==> config.mk <==
export PLATFORM = sky130hd
export DESIGN_NAME = wt_store_wbuf
export DESIGN_NICKNAME = d
export VERILOG_FILES = /design/src/rtl/wt_store_wbuf.sv
export SDC_FILE = /design/constraint.sdc
export NUM_CORES = 1
export LEC_CHECK = 0
export CAP_MARGIN = 10
export CORE_MARGIN = 10
export CORE_UTILIZATION = 50
export CTS_CLUSTER_SIZE = 30
export DETAILED_ROUTE_END_ITERATION = 6
export DONT_BUFFER_PORTS = 1
export PLACE_DENSITY = 0.76
export SETUP_SLACK_MARGIN = 0.3
export SLEW_MARGIN = 20
export SYNTH_ARGS = -nofsm -noshare
export SYNTH_HDL_FRONTEND = slang
export SYNTH_SLANG_ARGS = --single-unit
==> constraint.sdc <==
create_clock -name clk_i -period 2.7 [get_ports clk_i]
set_clock_uncertainty 0.1 [all_clocks]
set_input_delay 0.675 -clock clk_i [delete_from_list [all_inputs] [get_ports clk_i]]
set_output_delay 0.675 -clock clk_i [all_outputs]
set_load 0.01 [all_outputs]
==> src/rtl/wt_store_wbuf.sv <==
// ---------------------------------------------------------------------------
// wt_store_wbuf
//
// Write-through store buffer between the store unit and the data-memory
// write port. Committed word stores are queued in a circular buffer, issued
// to memory in order with a transaction ID, and retired in order once every
// older entry has been acknowledged. A word-address hazard check is provided
// to the load unit.
//
// Optional feature: define WT_STORE_WBUF_MERGE_EN to merge byte enables of an
// incoming store into the youngest entry that has not been issued yet.
//
// Parameters:
//   DEPTH  entry count (power of two, >= 2)
//   TID_W  transaction-ID width, at most 2**TID_W stores in flight
//
// Ports:
//   clk_i, rst_ni                  clock, asynchronous active-low reset
//   req_valid_i / req_ready_o      store request handshake
//   req_addr_i, req_data_i,
//   req_be_i, req_nc_i             store payload (addr[1:0] ignored)
//   mem_valid_o / mem_ready_i      memory write request handshake
//   mem_addr_o, mem_data_o,
//   mem_be_o, mem_tid_o            memory write payload
//   rsp_valid_i, rsp_tid_i         write acknowledgement
//   ld_addr_i, ld_hit_o            load hazard check (VALID/SENT entries)
//   empty_o, full_o                occupancy status
//
// Handshakes: a transfer happens on a rising edge where valid and ready are
// both high. Once mem_valid_o rises it stays high with stable address, data,
// byte enables and tid until mem_ready_i is seen (a merge may still add bytes
// to a presented-but-unaccepted entry). req_ready_o never depends on
// req_valid_i.
// ---------------------------------------------------------------------------
module wt_store_wbuf #(
    parameter int DEPTH = 8,
    parameter int TID_W = 2
) (
    input  logic             clk_i,
    input  logic             rst_ni,
    input  logic             req_valid_i,
    output logic             req_ready_o,
    input  logic [31:0]      req_addr_i,
    input  logic [31:0]      req_data_i,
    input  logic [3:0]       req_be_i,
    input  logic             req_nc_i,
    output logic             mem_valid_o,
    input  logic             mem_ready_i,
    output logic [31:0]      mem_addr_o,
    output logic [31:0]      mem_data_o,
    output logic [3:0]       mem_be_o,
    output logic [TID_W-1:0] mem_tid_o,
    input  logic             rsp_valid_i,
    input  logic [TID_W-1:0] rsp_tid_i,
    input  logic [31:0]      ld_addr_i,
    output logic             ld_hit_o,
    output logic             empty_o,
    output logic             full_o
);

    localparam int PW = $clog2(DEPTH);
    localparam int CW = PW + 1;
    localparam int NT = 1 << TID_W;

    typedef enum logic [1:0] {
        E_FREE  = 2'd0,
        E_VALID = 2'd1,
        E_SENT  = 2'd2,
        E_ACKED = 2'd3
    } entry_state_e;

    entry_state_e      st_q   [DEPTH];
    logic [29:0]       addr_q [DEPTH];
    logic [31:0]       data_q [DEPTH];
    logic [3:0]        be_q   [DEPTH];
    logic [TID_W-1:0]  tid_q  [DEPTH];

    logic [PW-1:0]     wr_ptr_q, iss_ptr_q, ret_ptr_q;
    logic [CW-1:0]     count_q;
    logic [NT-1:0]     tid_free_q, tid_free_d;
    // Tid captured while a request waits for mem_ready_i, so that a lower
    // tid freed in the meantime cannot change mem_tid_o mid-request.
    logic              hold_q;
    logic [TID_W-1:0]  hold_tid_q;

    logic [TID_W-1:0]  free_tid, iss_tid;
    logic              tid_avail, issue_fire, retire, accept, alloc, do_merge, merge_ok;

    // Lowest-numbered free tid.
    always_comb begin
        free_tid = '0;
        for (int t = NT - 1; t >= 0; t--) begin
            if (tid_free_q[t]) free_tid = TID_W'(t);
        end
    end

    assign tid_avail   = |tid_free_q;
    assign iss_tid     = hold_q ? hold_tid_q : free_tid;

    assign mem_valid_o = (st_q[iss_ptr_q] == E_VALID) && tid_avail;
    assign mem_addr_o  = {addr_q[iss_ptr_q], 2'b00};
    assign mem_data_o  = data_q[iss_ptr_q];
    assign mem_be_o    = be_q[iss_ptr_q];
    assign mem_tid_o   = iss_tid;
    assign issue_fire  = mem_valid_o && mem_ready_i;

    assign retire      = (st_q[ret_ptr_q] == E_ACKED);
    assign full_o      = (count_q == CW'(DEPTH));
    assign empty_o     = (count_q == '0);

`ifdef WT_STORE_WBUF_MERGE_EN
    logic          nc_q [DEPTH];
    logic [PW-1:0] prev_ptr;

    assign prev_ptr = wr_ptr_q - PW'(1);
    // The youngest entry is still open for merging while it is VALID and not
    // leaving for memory on this very edge.
    assign merge_ok = (st_q[prev_ptr] == E_VALID) && !nc_q[prev_ptr] && !req_nc_i &&
                      (addr_q[prev_ptr] == req_addr_i[31:2]) &&
                      !(issue_fire && (iss_ptr_q == prev_ptr));
`else
    assign merge_ok = 1'b0;
`endif

    assign req_ready_o = !full_o || merge_ok;
    assign accept      = req_valid_i && req_ready_o;
    assign alloc       = accept && !merge_ok;
    assign do_merge    = accept && merge_ok;

    always_comb begin
        ld_hit_o = 1'b0;
        for (int i = 0; i < DEPTH; i++) begin
            if (((st_q[i] == E_VALID) || (st_q[i] == E_SENT)) &&
                (addr_q[i] == ld_addr_i[31:2])) ld_hit_o = 1'b1;
        end
    end

    // A response only frees a tid that is actually in flight.
    always_comb begin
        tid_free_d = tid_free_q;
        if (issue_fire) tid_free_d[iss_tid] = 1'b0;
        if (rsp_valid_i && !tid_free_q[rsp_tid_i]) tid_free_d[rsp_tid_i] = 1'b1;
    end

    always_ff @(posedge clk_i or negedge rst_ni) begin
        if (!rst_ni) begin
            for (int i = 0; i < DEPTH; i++) begin
                st_q[i]   <= E_FREE;
                addr_q[i] <= '0;
                data_q[i] <= '0;
                be_q[i]   <= '0;
                tid_q[i]  <= '0;
`ifdef WT_STORE_WBUF_MERGE_EN
                nc_q[i]   <= 1'b0;
`endif
            end
            wr_ptr_q   <= '0;
            iss_ptr_q  <= '0;
            ret_ptr_q  <= '0;
            count_q    <= '0;
            tid_free_q <= '1;
            hold_q     <= 1'b0;
            hold_tid_q <= '0;
        end else begin
            // Allocate, issue, ack and retire always touch distinct entries.
            if (alloc) begin
                st_q[wr_ptr_q]   <= E_VALID;
                addr_q[wr_ptr_q] <= req_addr_i[31:2];
                data_q[wr_ptr_q] <= req_data_i;
                be_q[wr_ptr_q]   <= req_be_i;
`ifdef WT_STORE_WBUF_MERGE_EN
                nc_q[wr_ptr_q]   <= req_nc_i;
`endif
                wr_ptr_q         <= wr_ptr_q + PW'(1);
            end
`ifdef WT_STORE_WBUF_MERGE_EN
            if (do_merge) begin
                for (int b = 0; b < 4; b++) begin
                    if (req_be_i[b]) data_q[prev_ptr][8*b +: 8] <= req_data_i[8*b +: 8];
                end
                be_q[prev_ptr] <= be_q[prev_ptr] | req_be_i;
            end
`endif
            if (issue_fire) begin
                st_q[iss_ptr_q]  <= E_SENT;
                tid_q[iss_ptr_q] <= iss_tid;
                iss_ptr_q        <= iss_ptr_q + PW'(1);
            end
            for (int i = 0; i < DEPTH; i++) begin
                if (rsp_valid_i && (st_q[i] == E_SENT) && (tid_q[i] == rsp_tid_i))
                    st_q[i] <= E_ACKED;
            end
            if (retire) begin
                st_q[ret_ptr_q] <= E_FREE;
                ret_ptr_q       <= ret_ptr_q + PW'(1);
            end
            count_q    <= count_q + CW'(alloc) - CW'(retire);
            tid_free_q <= tid_free_d;
            if (issue_fire) begin
                hold_q <= 1'b0;
            end else if (mem_valid_o) begin
                hold_q     <= 1'b1;
                hold_tid_q <= iss_tid;
            end
        end
    end

    // Low address bits are ignored; nc only matters when merging is built in.
    logic unused_bits;
    assign unused_bits = ^{req_addr_i[1:0], ld_addr_i[1:0], req_nc_i, do_merge};

`ifndef SYNTHESIS
    property p_rsp_in_flight;
        @(posedge clk_i) disable iff (!rst_ni) rsp_valid_i |-> !tid_free_q[rsp_tid_i];
    endproperty
    a_rsp_in_flight: assert property (p_rsp_in_flight)
        else $warning("wt_store_wbuf: ack for tid %0d not in flight, ignored", rsp_tid_i);
`endif

endmodule

# After elaboration in Yosys (flattened, before gate mapping)

Cells that the tools add are included.

Output and inout port bits: 75
Bits in registers: 580
Word-level logic and storage cells: 224

Bitwise logic cells: 15
$lt $le $gt $ge: 10
Equal/unequal tests: 35
Reduce and logical (&&, ||, !) cells: 47
Mux-type cells: 65
Add/sub/neg operators: 5

Operators with widths:

| kind               | count |
|---|---|
| $bwmux 256         | 1 |
| $bwmux 240         | 1 |
| $eq 30x30->1       | 8 |
| $bmux 32 s3        | 1 |
| $demux 32 s3       | 1 |
| $mux 32            | 3 |
| $bmux 30 s3        | 1 |
| $demux 30 s3       | 1 |
| $mux 30            | 3 |
| $mux 16            | 3 |
| $mux 2             | 20 |
| $logic_and 1x1->1  | 33 |
| $bwmux 32          | 1 |
| $mux 4             | 5 |
| $demux 2 s3        | 3 |
| $eq 2x1->1 const B | 9 |
| $eq 2x2->1 const B | 9 |
| $and 16x16->16     | 1 |
| $and 8x8->8        | 2 |
| $bwmux 16          | 1 |
| $eq 2x2->1         | 8 |
| $not 16->16        | 1 |
| $not 8->8          | 2 |
| $or 8x8->8         | 2 |
| other kinds (25)   | 57 |

# Logic depth before layout (Yosys ltp)

Word-level depth: 14
Mapped depth: 12
Gate-level depth less buffers: 11

# Worst setup path before layout

OpenSTA, ideal clock, no wires.

Kind: input-to-output
Start: input port ld_addr_i[30]
End: output port ld_hit_o
Arrival: 1.961 ns
Path slack: -0.036 ns
Data required time: 1.925 ns
Stages: 7
Cell sequence: clkbuf_1 xor2_1 nor4_1 nand4_1 nor4_1 nor4_1 nand2_1

Word-level cells in the longest chain between the ends: 10
Elaborated cells between the ends (all ways): 24

Ends and longest elaborated chain:

| element             | line | text |
|---|---|---|
| from (decl)         | 55   | `input logic [31:0] ld_addr_i,` |
| $eq 30x30->1        | 134  | `(addr_q[i] == ld_addr_i[31:2])) ld_hit_o = 1'b1;` |
| $logic_and 1x1->1   | 133  | `if (((st_q[i] == E_VALID) \|\| (st_q[i] == E_SENT)) &&` |
| $mux 1 (7 in a row) | 133  |  |
| $mux 1 (*)          | 133  |  |
| to (decl)           | 56   | `output logic ld_hit_o,` |

Every way passes the cells marked *; elsewhere a longest branch is shown, timed or not.

# Worst setup path in the final report

Start: register addr_q[49] (netlist bit)
End: output port ld_hit_o

Word-level cells in the longest chain between the ends: 4

Ends and longest elaborated chain:

| element                           | line | text |
|---|---|---|
| from (decl)                       | 73   | `logic [29:0] addr_q [DEPTH];` |
| from (signal, indexed assignment) | 168  | `addr_q[wr_ptr_q] <= req_addr_i[31:2];` |
| $eq 30x30->1                      | 134  |  |
| $logic_and 1x1->1                 | 133  |  |
| $mux 1 (2 in a row)               | 133  |  |

Every way passes these cells.

==> out/results.ini <==
[run_status]
status=finished, violations left
failed_checks=negative hold slack, max-slew violations, negative setup slack

[clock_network]
ctsRootBufferMaster=sky130_fd_sc_hd__clkbuf_16
clock_insertion_delay_worst_skew_ns=0.65
numCtsBuffers=61
cts.reportedPaths.clkPinSlew_ns=0.06
clock_tree.htree_level_count=2
clock_tree_buf_depth=3
clock_sink_count=580
cts_tree=done

[logic_synthesis]
synthesis.instances=2268
synth_flop_cell=sky130_fd_sc_hd__dfrtp_1
synth-seq-area-share_pct=49.3
ys_seq_elements=580
ys_types=46
synthesis.area_um2=29500
async_sr_flop_fraction_pct=100
synth-edff-count=0
syn-mean-instance-area_um2=13.0
yosysWarnings=0

[power]
reported_leakage_power_nw=16.5
vdd_drop_max_uv=827
power.density_nw_per_um2=1410

[critical_path]
worst_path_required_ns=1.92
cp.arrival_ns=2.52
cpMaxStageDelayCell=sky130_fd_sc_hd__dfrtp_1
setup.worst_path.start_class=register
worstPathCellList=xor2_1, nor4_1, nand4_1, nor4_1, nor4_1, nand2_1
cp.buffers_inverters=0
crit_path_end_kind=output port
worstPathMaxFanout=3
crit_path_frequent_cell=sky130_fd_sc_hd__nor4_1
critPathTopFamily=simple AND/OR/NAND/NOR gates
critical_path.max_stage_delay_ns=0.41
critPathKind=register to output port

[floorplan]
die_width_um=263
die_height_um=263
die_area_um2=69000
rows=88
initial_core_util_pct=50.8
design.portCount=183
placeable_core_region_um2=58000

[placement]
port-buffer-count=0
placed_cell_area_um2=30800
preCtsSetupSlack_ns=-0.297
routabilityCongestion=0.979
dp_hpwl_um=55100

[timing]
report.final.slew_viol_count=261
hold-worst-slack_ns=-0.302
tightest_slew_ns=2.11
final_period_minus_worst_setup_slack_ns=3.29
finalSetupViolCount=68
unrepaired_setup_endpoints_after_global_routing=true
finalWorstSetupSlack_ns=-0.593
maxSlewHeadroom_pct=-41.0
number_of_hold_violations_in_the_final_report=354
finalCritPeriodShare_pct=122
max_freq_mhz=304

[detailed_routing]
dr_total_vias=20371
post-route-drc-count=0
dr.pass1.iters=5
detail_route.vias_per_cell=6.36
detail_route.wl_per_cell_um=30.6
drt-total-wl_um=97800
final_antenna_net_count=0
drt-initial-drc-count=2121

[layout]
final_net_count=2513
layout_common_cells=572 x sky130_fd_sc_hd__dfrtp_1, 418 x sky130_fd_sc_hd__nand2_1, 320 x sky130_fd_sc_hd__mux2_4, 159 x sky130_fd_sc_hd__mux2_2, 151 x sky130_fd_sc_hd__xor2_1
fillers=3961
postLayoutCellArea_um2=36500
syn2layout_area_growth_pct=24.0
final_common_cell=sky130_fd_sc_hd__dfrtp_1
drive_above_1_share_pct=41.1

[global_routing]
antenna_found_initial=3
gr-usage-met1_pct=31.5
use_met2_pct=37.6
grt_usage_pct=24.7
global_route_wire_length_before_repair_um=131000
first_global_vias=20129
grt_busiest_layer=met2
grt_overflow_total=0
met3_usage_pct=8.78
grt_start_max_net_pins=581

[job]
max_cap_violations=0

[worst_hold_path]
hold_class=input port to async pin

==> stage by stage <==
step           power, mW  util, %  hold slack (ns)  std cells  setup TNS [ns]
6_report            51.4     62.9           -0.302       3201          -30.40
2_1_floorplan       30.0        -            0.279       2269               0
4_1_cts             47.5     58.9           -0.337       3127          -29.01
3_5_place_dp        36.2     53.1            0.343       2979          -0.297
5_1_grt             53.4     62.9           -0.323       3201          -32.78
3_3_place_gp        35.3     53.1            0.344       2979          -0.267
==> what timing repair did <==
action                                  CTS  global route
pin swaps                                26            24
endpoints found under the setup margin  170           368
cloned                                   10            38
resized for setup                       153           285
hold endpoints to repair                576           576
buffers inserted                         27            35
==> report_power, final <==
group	switching [mW]	leakage (nW)	internal (mW)
Combinational	11.4	8.38	14.5
Clock	3.75	1.02	5.12
Sequential	3.62	7.06	13.1
==> cells in the mapped netlist (23+ instances only) <==
cell,number,share of area (%)
sky130_fd_sc_hd__inv_1,23,0.29
sky130_fd_sc_hd__nand2_1,420,5.4
sky130_fd_sc_hd__mux2_4,48,2.4
sky130_fd_sc_hd__nand4_1,41,0.87
sky130_fd_sc_hd__buf_2,49,0.83
sky130_fd_sc_hd__mux4_2,137,10
sky130_fd_sc_hd__nor4_1,51,1.1
sky130_fd_sc_hd__dfrtp_1,576,49
sky130_fd_sc_hd__xor2_1,153,4.5
sky130_fd_sc_hd__xnor2_1,108,3.2
sky130_fd_sc_hd__mux2_2,426,16
sky130_fd_sc_hd__clkbuf_1,70,0.89
==> cells by family after synthesis <==
family	count (synthesis)	share of synthesized area, %
fa+ha+maj	18	0.790
buf+inv	176	2.99
simple gates	555	8.27
xor+xnor	261	7.76
compound gates	46	0.973
flops	580	49.3
other cells	1	0.0127
mux	631	29.9
==> flip-flops by register name (all words and copies together) (netlist names) <==
register	cells
data_q	256
count_q	4
ret_ptr_q	3
be_q	32
tid_free_q	4
addr_q	240
tid_q	16
hold_tid_q	2
wr_ptr_q	3
st_q	16
hold_q	1
iss_ptr_q	3
==> path summary, 6_finish.rpt <==
| kind | start | endpoint | slack (ns) | cells past startpoint |
|---|---|---|---|---|
| worst min-delay path | rst_ni | addr_q[174] | -0.30 | 0 |
| worst max-delay path | addr_q[49] | ld_hit_o | -0.59 | 6 |
| min in group clk_i | req_addr_i[18] | addr_q[16] | 0.02 | 2 |
| max in group asynchronous | rst_ni | iss_ptr_q[2] | 0.97 | 0 |
| worst min register to register | be_q[10] | be_q[10] | 0.37 | 2 |
| worst max register to register | st_q[14] | count_q[1] | 0.13 | 11 |
==> cell type report <==
cell class / instances / area (um2) / area share, %
diodes: 1 / 2.50 / 0.00685
clock buffers: 82 / 1710 / 4.67
clock inverters: 29 / 395 / 1.08
inverters: 23 / 110 / 0.301
multi-input cells: 1513 / 15600 / 42.6
flip-flops and latches: 580 / 14500 / 39.8
well taps: 765 / 957 / 2.62
repair buffers: 208 / 3250 / 8.89
==> layer usage <==
metal	vias up	wire (um)
met5	-	23
met1	10727	37200
met2	1116	44300
li1	8230	-
met3	294	11300
met4	4	4990
Power figures use the tool's default switching activity.
